--- src/rtl/hbridge_deadtime_driver_pkg.sv ---
// Shared definitions for the H-bridge dead-time gate driver: state encoding,
// gate vector bit positions and default sizing.
package hbridge_deadtime_driver_pkg;

  localparam int DEAD_WIDTH_DEF   = 8;
  localparam int FAULT_FILTER_DEF = 3;

  localparam int HS_A = 3;
  localparam int LS_A = 2;
  localparam int HS_B = 1;
  localparam int LS_B = 0;

  typedef enum logic [2:0] {
    ST_COAST = 3'd0,
    ST_BRAKE = 3'd1,
    ST_FWD   = 3'd2,
    ST_REV   = 3'd3,
    ST_DEAD  = 3'd4,
    ST_FAULT = 3'd5
  } state_e;

  // Gate vector {hs_a, ls_a, hs_b, ls_b} driven while sitting in a state.
  function automatic logic [3:0] gates_of(input state_e s);
    logic [3:0] g;
    g = '0;
    case (s)
      ST_FWD:   begin g[HS_A] = 1'b1; g[LS_B] = 1'b1; end
      ST_REV:   begin g[HS_B] = 1'b1; g[LS_A] = 1'b1; end
      ST_BRAKE: begin g[LS_A] = 1'b1; g[LS_B] = 1'b1; end
      default:  g = '0;
    endcase
    return g;
  endfunction

endpackage

--- src/rtl/hbridge_deadtime_driver_sync_filter.sv ---
// Shift-register agreement filter: output goes high when all samples are 1,
// low when all are 0, and holds its last value while the samples disagree.
module sync_filter #(
  parameter int DEPTH = 3
) (
  input  logic clk,
  input  logic rst_n,
  input  logic sample,
  output logic level
);

  logic [DEPTH-1:0] shreg;
  logic             held;

  always_ff @(posedge clk or negedge rst_n) begin
    if (!rst_n) begin
      shreg <= '0;
      held  <= 1'b0;
    end else begin
      shreg <= (shreg << 1) | DEPTH'(sample);
      held  <= level;
    end
  end

  always_comb begin
    level = held;
    if (&shreg)       level = 1'b1;
    else if (~|shreg) level = 1'b0;
  end

endmodule

--- src/rtl/hbridge_deadtime_driver.sv ---
// H-bridge gate driver: turns PWM direction commands into four gate drives with
// programmable dead time before any turn-on, brake/coast off-state and a latched fault.
module hbridge_deadtime_driver
  import hbridge_deadtime_driver_pkg::*;
#(
  parameter int DEAD_WIDTH   = DEAD_WIDTH_DEF,
  parameter int FAULT_FILTER = FAULT_FILTER_DEF
) (
  input  logic                  clk,
  input  logic                  reset,
  input  logic [DEAD_WIDTH-1:0] dead_time,
  input  logic                  motor_positive,
  input  logic                  motor_negative,
  input  logic                  brake_en,
  input  logic                  fault_n,
  input  logic                  fault_clear,
  output logic                  hs_a,
  output logic                  ls_a,
  output logic                  hs_b,
  output logic                  ls_b,
  output logic                  fault_latched,
  output logic [2:0]            state_o
);

  logic [1:0]            cmd_q;
  logic                  cmd_off;
  logic                  fault;
  state_e                state, state_nxt, tgt, tgt_q, tgt_nxt;
  logic [DEAD_WIDTH-1:0] cnt, cnt_nxt, dead_load;
  logic [3:0]            gates;

  // Filter the active-high fault so the cleared register means "no fault".
  sync_filter #(.DEPTH(FAULT_FILTER)) u_fault_filter (
    .clk   (clk),
    .rst_n (reset),
    .sample(~fault_n),
    .level (fault)
  );

  always_ff @(posedge clk or negedge reset) begin
    if (!reset) cmd_q <= 2'b00;
    else        cmd_q <= {motor_positive, motor_negative};
  end

  // Both-high is illegal and falls into the off case together with both-low.
  assign cmd_off = (cmd_q[1] == cmd_q[0]);

  always_comb begin
    case (cmd_q)
      2'b10:   tgt = ST_FWD;
      2'b01:   tgt = ST_REV;
      default: tgt = brake_en ? ST_BRAKE : ST_COAST;
    endcase
  end

  // Counter is loaded with N-1 so that exactly N cycles are spent in DEAD.
  assign dead_load = (dead_time == '0) ? '0 : dead_time - DEAD_WIDTH'(1);

  always_comb begin
    state_nxt = state;
    tgt_nxt   = tgt_q;
    cnt_nxt   = cnt;
    if (fault) begin
      state_nxt = ST_FAULT;
    end else begin
      case (state)
        ST_FAULT: if (fault_clear && cmd_off) state_nxt = ST_COAST;
        ST_DEAD: begin
          if (tgt != tgt_q) begin
            if (tgt == ST_COAST) begin
              state_nxt = ST_COAST;
            end else begin
              tgt_nxt = tgt;
              cnt_nxt = dead_load;
            end
          end else if (cnt == '0) begin
            state_nxt = tgt_q;
          end else begin
            cnt_nxt = cnt - DEAD_WIDTH'(1);
          end
        end
        default: begin
          if (tgt != state) begin
            if (tgt == ST_COAST) begin
              state_nxt = ST_COAST;
            end else begin
              state_nxt = ST_DEAD;
              tgt_nxt   = tgt;
              cnt_nxt   = dead_load;
            end
          end
        end
      endcase
    end
  end

  // Gates and fault flag are registered from the next state so they line up with state_o.
  always_ff @(posedge clk or negedge reset) begin
    if (!reset) begin
      state         <= ST_COAST;
      tgt_q         <= ST_COAST;
      cnt           <= '0;
      gates         <= '0;
      fault_latched <= 1'b0;
    end else begin
      state         <= state_nxt;
      tgt_q         <= tgt_nxt;
      cnt           <= cnt_nxt;
      gates         <= gates_of(state_nxt);
      fault_latched <= (state_nxt == ST_FAULT);
    end
  end

  assign hs_a    = gates[HS_A];
  assign ls_a    = gates[LS_A];
  assign hs_b    = gates[HS_B];
  assign ls_b    = gates[LS_B];
  assign state_o = state;

endmodule

--- config.mk ---
export PLATFORM = sky130hd
export DESIGN_NAME = hbridge_deadtime_driver
export DESIGN_NICKNAME = d
export VERILOG_FILES = /design/src/rtl/hbridge_deadtime_driver_pkg.sv /design/src/rtl/hbridge_deadtime_driver_sync_filter.sv /design/src/rtl/hbridge_deadtime_driver.sv
export SDC_FILE = /design/constraint.sdc
export NUM_CORES = 1
export LEC_CHECK = 0
export CORE_MARGIN = 2
export CORE_UTILIZATION = 55
export DETAILED_ROUTE_END_ITERATION = 7
export PLACE_DENSITY = 0.77
export SYNTH_ARGS = -nofsm -noshare
export SYNTH_HDL_FRONTEND = slang
export SYNTH_SLANG_ARGS = --single-unit
--- constraint.sdc ---
create_clock -name clk -period 5.55 [get_ports clk]
set_input_delay 1.11 -clock clk [delete_from_list [all_inputs] [get_ports clk]]
set_output_delay 1.11 -clock clk [all_outputs]
set_load 0.005 [all_outputs]
==> load_flow_metrics.sql <==
INSERT INTO impl_metrics (metric_group, metric, value, unit) VALUES
('run_status', 'status', 'completed', ''),
('timing', 'rsz_0062_raised_after_global_routing', 'false', ''),
('timing', 'min_period_over_period', '0.5512', ''),
('timing', 'clock_skew', '0.01482', 'ns'),
('floorplan', 'ioPinCount', '23', ''),
('timing', 'maxClockFrequency', '326.9', 'MHz'),
('floorplan', 'core.rowCount', '19', ''),
('drt', 'vias', '1408', ''),
('logic_synthesis', 'synth_cells', '161', ''),
('setup_path', 'worstPathArrival', '3.25', 'ns'),
('logic_synthesis', 'share_of_the_synthesized_area_in_compound_gates_ao_oa_aoi_oai', '0.2410', ''),
('drt', 'drt_first_pass_iters', '4', ''),
('setup_path', 'crit_type', 'primary input to flop', ''),
('clocking', 'cts_max_level', '1', ''),
('min_path', 'hold_path.class', 'flop to flop', ''),
('pwr', 'combPwrFrac', '0.299', ''),
('logic_synthesis', 'postSynth.topFlopCell', 'sky130_fd_sc_hd__dfrtp_1', ''),
('clocking', 'cts_setup_buffers', '0', ''),
('drt', 'post-route-drc-count', '0', ''),
('global_routing', 'globalRouteTotalUtil', '0.2389', ''),
('place', 'dp_hpwl', '2689', 'µm'),
('clocking', 'cts_tree', 'yes', ''),
('global_routing', 'grt_pass1_wl', '6044', 'µm'),
('job', 'number_of_max_cap_violations', '0', ''),
('logic_synthesis', 'yosys_warnings', '0', ''),
('setup_path', 'r2r_setup_slack', '2.70', 'ns'),
('floorplan', 'die_width', '56.68', 'µm'),
('drt', 'route.antenna.remaining_nets', '0', ''),
('pwr', 'internal', '0.3625', 'mW'),
('cells_and_area', 'post_route_cells_drive_above_1_share', '0.06593', ''),
('drt', 'post_detailed_route_wirelength_per_cell', '17.21', 'µm'),
('logic_synthesis', 'syn-mean-instance-area', '9.481', 'µm²'),
('setup_path', 'crit_path_top_delay_cell', 'sky130_fd_sc_hd__clkdlybuf4s50_1', ''),
('global_routing', 'grt_max_degree', '25', ''),
('place', 'io_buffers', '22', ''),
('clocking', 'clock_sinks', '24', ''),
('pwr', 'netSwitchingPower', '0.1849', 'mW'),
('pwr', 'static_leakage', '0.6997', 'nW'),
('logic_synthesis', 'synth_top_family_by_area', 'compound AO/OA/AOI/OAI gates', ''),
('timing', 'setup_violations', '0', ''),
('clocking', 'postCtsResizedCells', '0', ''),
('clocking', 'clock_tree.root_cell', 'sky130_fd_sc_hd__clkbuf_4', ''),
('drt', 'drt_iter0_drc', '66', ''),
('timing', 'setup_total_negative_slack', '0', 'ns'),
('cells_and_area', 'finalNetCount', '203', ''),
('floorplan', 'die_outline_area', '3213', 'µm²'),
('floorplan', 'coreArea', '2686', 'µm²'),
('setup_path', 'timing.critical_path.to_type', 'flop', ''),
('logic_synthesis', 'synthMostInstantiatedCell', 'sky130_fd_sc_hd__dfrtp_1', ''),
('pwr', 'pwr_density_cell', '301.1', 'nW/µm²'),
('logic_synthesis', 'synth.area.top_cells', 'sky130_fd_sc_hd__dfrtp_1 39%, sky130_fd_sc_hd__ha_1 4.1%, sky130_fd_sc_hd__inv_1 3.0%', ''),
('setup_path', 'cp_max_fo', '14', ''),
('drt', 'detail_route.wirelength', '3665', 'µm'),
('logic_synthesis', 'synthSimpleGateAreaFrac', '0.2295', ''),
('logic_synthesis', 'synth.net_count', '181', ''),
('pwr', 'power_switching_share', '0.3378', ''),
('global_routing', 'antenna_violations_before_repair', '0', ''),
('timing', 'worst_slew_pin_slew', '1.068', 'ns'),
('logic_synthesis', 'synth_top_area_cell', 'sky130_fd_sc_hd__dfrtp_1', ''),
('timing', 'max_slew_headroom', '0.2859', ''),
('clocking', 'clkSlewWorstSetupHoldPaths', '0.13', 'ns'),
('logic_synthesis', 'yosys.cell_types.count', '48', ''),
('floorplan', 'start_util', '0.5682', ''),
('timing', 'period_minus_slack', '3.059', 'ns'),
('floorplan', 'die_height', '56.68', 'µm'),
('timing', 'final_worst_hold_slack', '0.3983', 'ns'),
('logic_synthesis', 'muxShareOfSynthArea', '0.006557', ''),
('logic_synthesis', 'synth-edff-count', '0', ''),
('clocking', 'longest_clk_path_bufs', '2', ''),
('pwr', 'share_seq_of_total_power', '0.468', ''),
('drt', 'post_drt_via_cell_ratio', '6.610', '');
==> cell type report <==
type	instances	area, µm²
multi-input cells	120	860.8
repair buffers	22	220.2
fillers	230	868.3
clock buffers	3	22.52
clock inverters	1	30.03
well taps	31	38.79
flip-flops and latches	24	600.6
inverters	12	45.04
==> per-layer routing <==
layer	up-vias	GRT usage	routed length (µm)
li1	658	-	-
met4	0	0.08163	61
met5	-	0	0
met1	675	0.2979	1534
met3	8	0.02765	259
met2	67	0.4236	1809
==> kinds of logic after synthesis <==
| logic type | count (synthesis) |
|---|---|
| XOR/XNOR | 8 |
| AND/OR/NAND/NOR | 59 |
| flip-flops | 24 |
| adder cells (fa/ha/maj) | 5 |
| multiplexers | 1 |
| buffers and inverters | 17 |
| AO/OA/AOI/OAI | 47 |
==> sequential cells by signal, indices dropped and copies added (netlist names) <==
signal / cells
cmd_q: 2
cnt: 8
fault_latched: 1
gates: 4
state_o: 3
tgt_q: 2
u_fault_filter.held: 1
u_fault_filter.shreg: 3
==> critical path, delay by kind of cell <==
family                 cells  cell delay, ns
AND/OR/NAND/NOR            1            0.35
buffers and inverters      1            0.62
XOR/XNOR                   1            0.14
AO/OA/AOI/OAI              3            1.02
==> path summary, 6_finish.rpt <==
check	start	endpoint	cells past startpoint
min in group asynchronous	reset	cmd_q[1]$_DFF_PN0_	1
max in group asynchronous	reset	u_fault_filter.shreg[1]$_DFF_PN0_	1
hold / removal	u_fault_filter.shreg[1]$_DFF_PN0_	u_fault_filter.shreg[2]$_DFF_PN0_	0
setup / recovery	brake_en	cnt[7]$_DFFE_PN0P_	6
hold reg to reg	u_fault_filter.shreg[1]$_DFF_PN0_	u_fault_filter.shreg[2]$_DFF_PN0_	0
setup reg to reg	cnt[0]$_DFFE_PN0P_	gates[0]$_DFF_PN0_	7
==> power groups by stage <==
stage,Clock [mW],Combinational [mW],Sequential [mW]
2_1_floorplan,0,0.115,0.247
3_3_place_gp,0,0.157,0.257
3_5_place_dp,0,0.161,0.259
4_1_cts,0.129,0.162,0.254
5_1_grt,0.138,0.179,0.261
6_report,0.127,0.164,0.256
==> through the flow <==
step | power, mW | setup slack (ns) | cell area (µm²) | instances
floorplan | 0.3621 | 2.711 | 1526 | 161
global placement | 0.4137 | 2.229 | 1765 | 209
detailed placement | 0.4204 | 2.195 | 1765 | 209
CTS | 0.5456 | 2.522 | 1818 | 213
global route | 0.5781 | 2.312 | 1818 | 213
finish | 0.5474 | 2.491 | 1818 | 213
==> placed cells by master (no fill, tap or decap), drive strengths merged, types with 3 or more instances in the layout <==
cell type / instances
o22ai: 4
nor2: 9
or3: 7
o32a: 4
nor3: 8
nand2: 11
dfrtp: 24
nand3: 3
nor4b: 3
xnor2: 3
clkdlybuf4s50: 22
inv: 12
ha: 5
o2bb2ai: 3
nand2b: 4
o211ai: 4
o21ai: 5
clkbuf: 3
a211oi: 3
xor2: 5
a21oi: 5
a211o: 3
No activity file was read; power rests on OpenSTA's default activity.
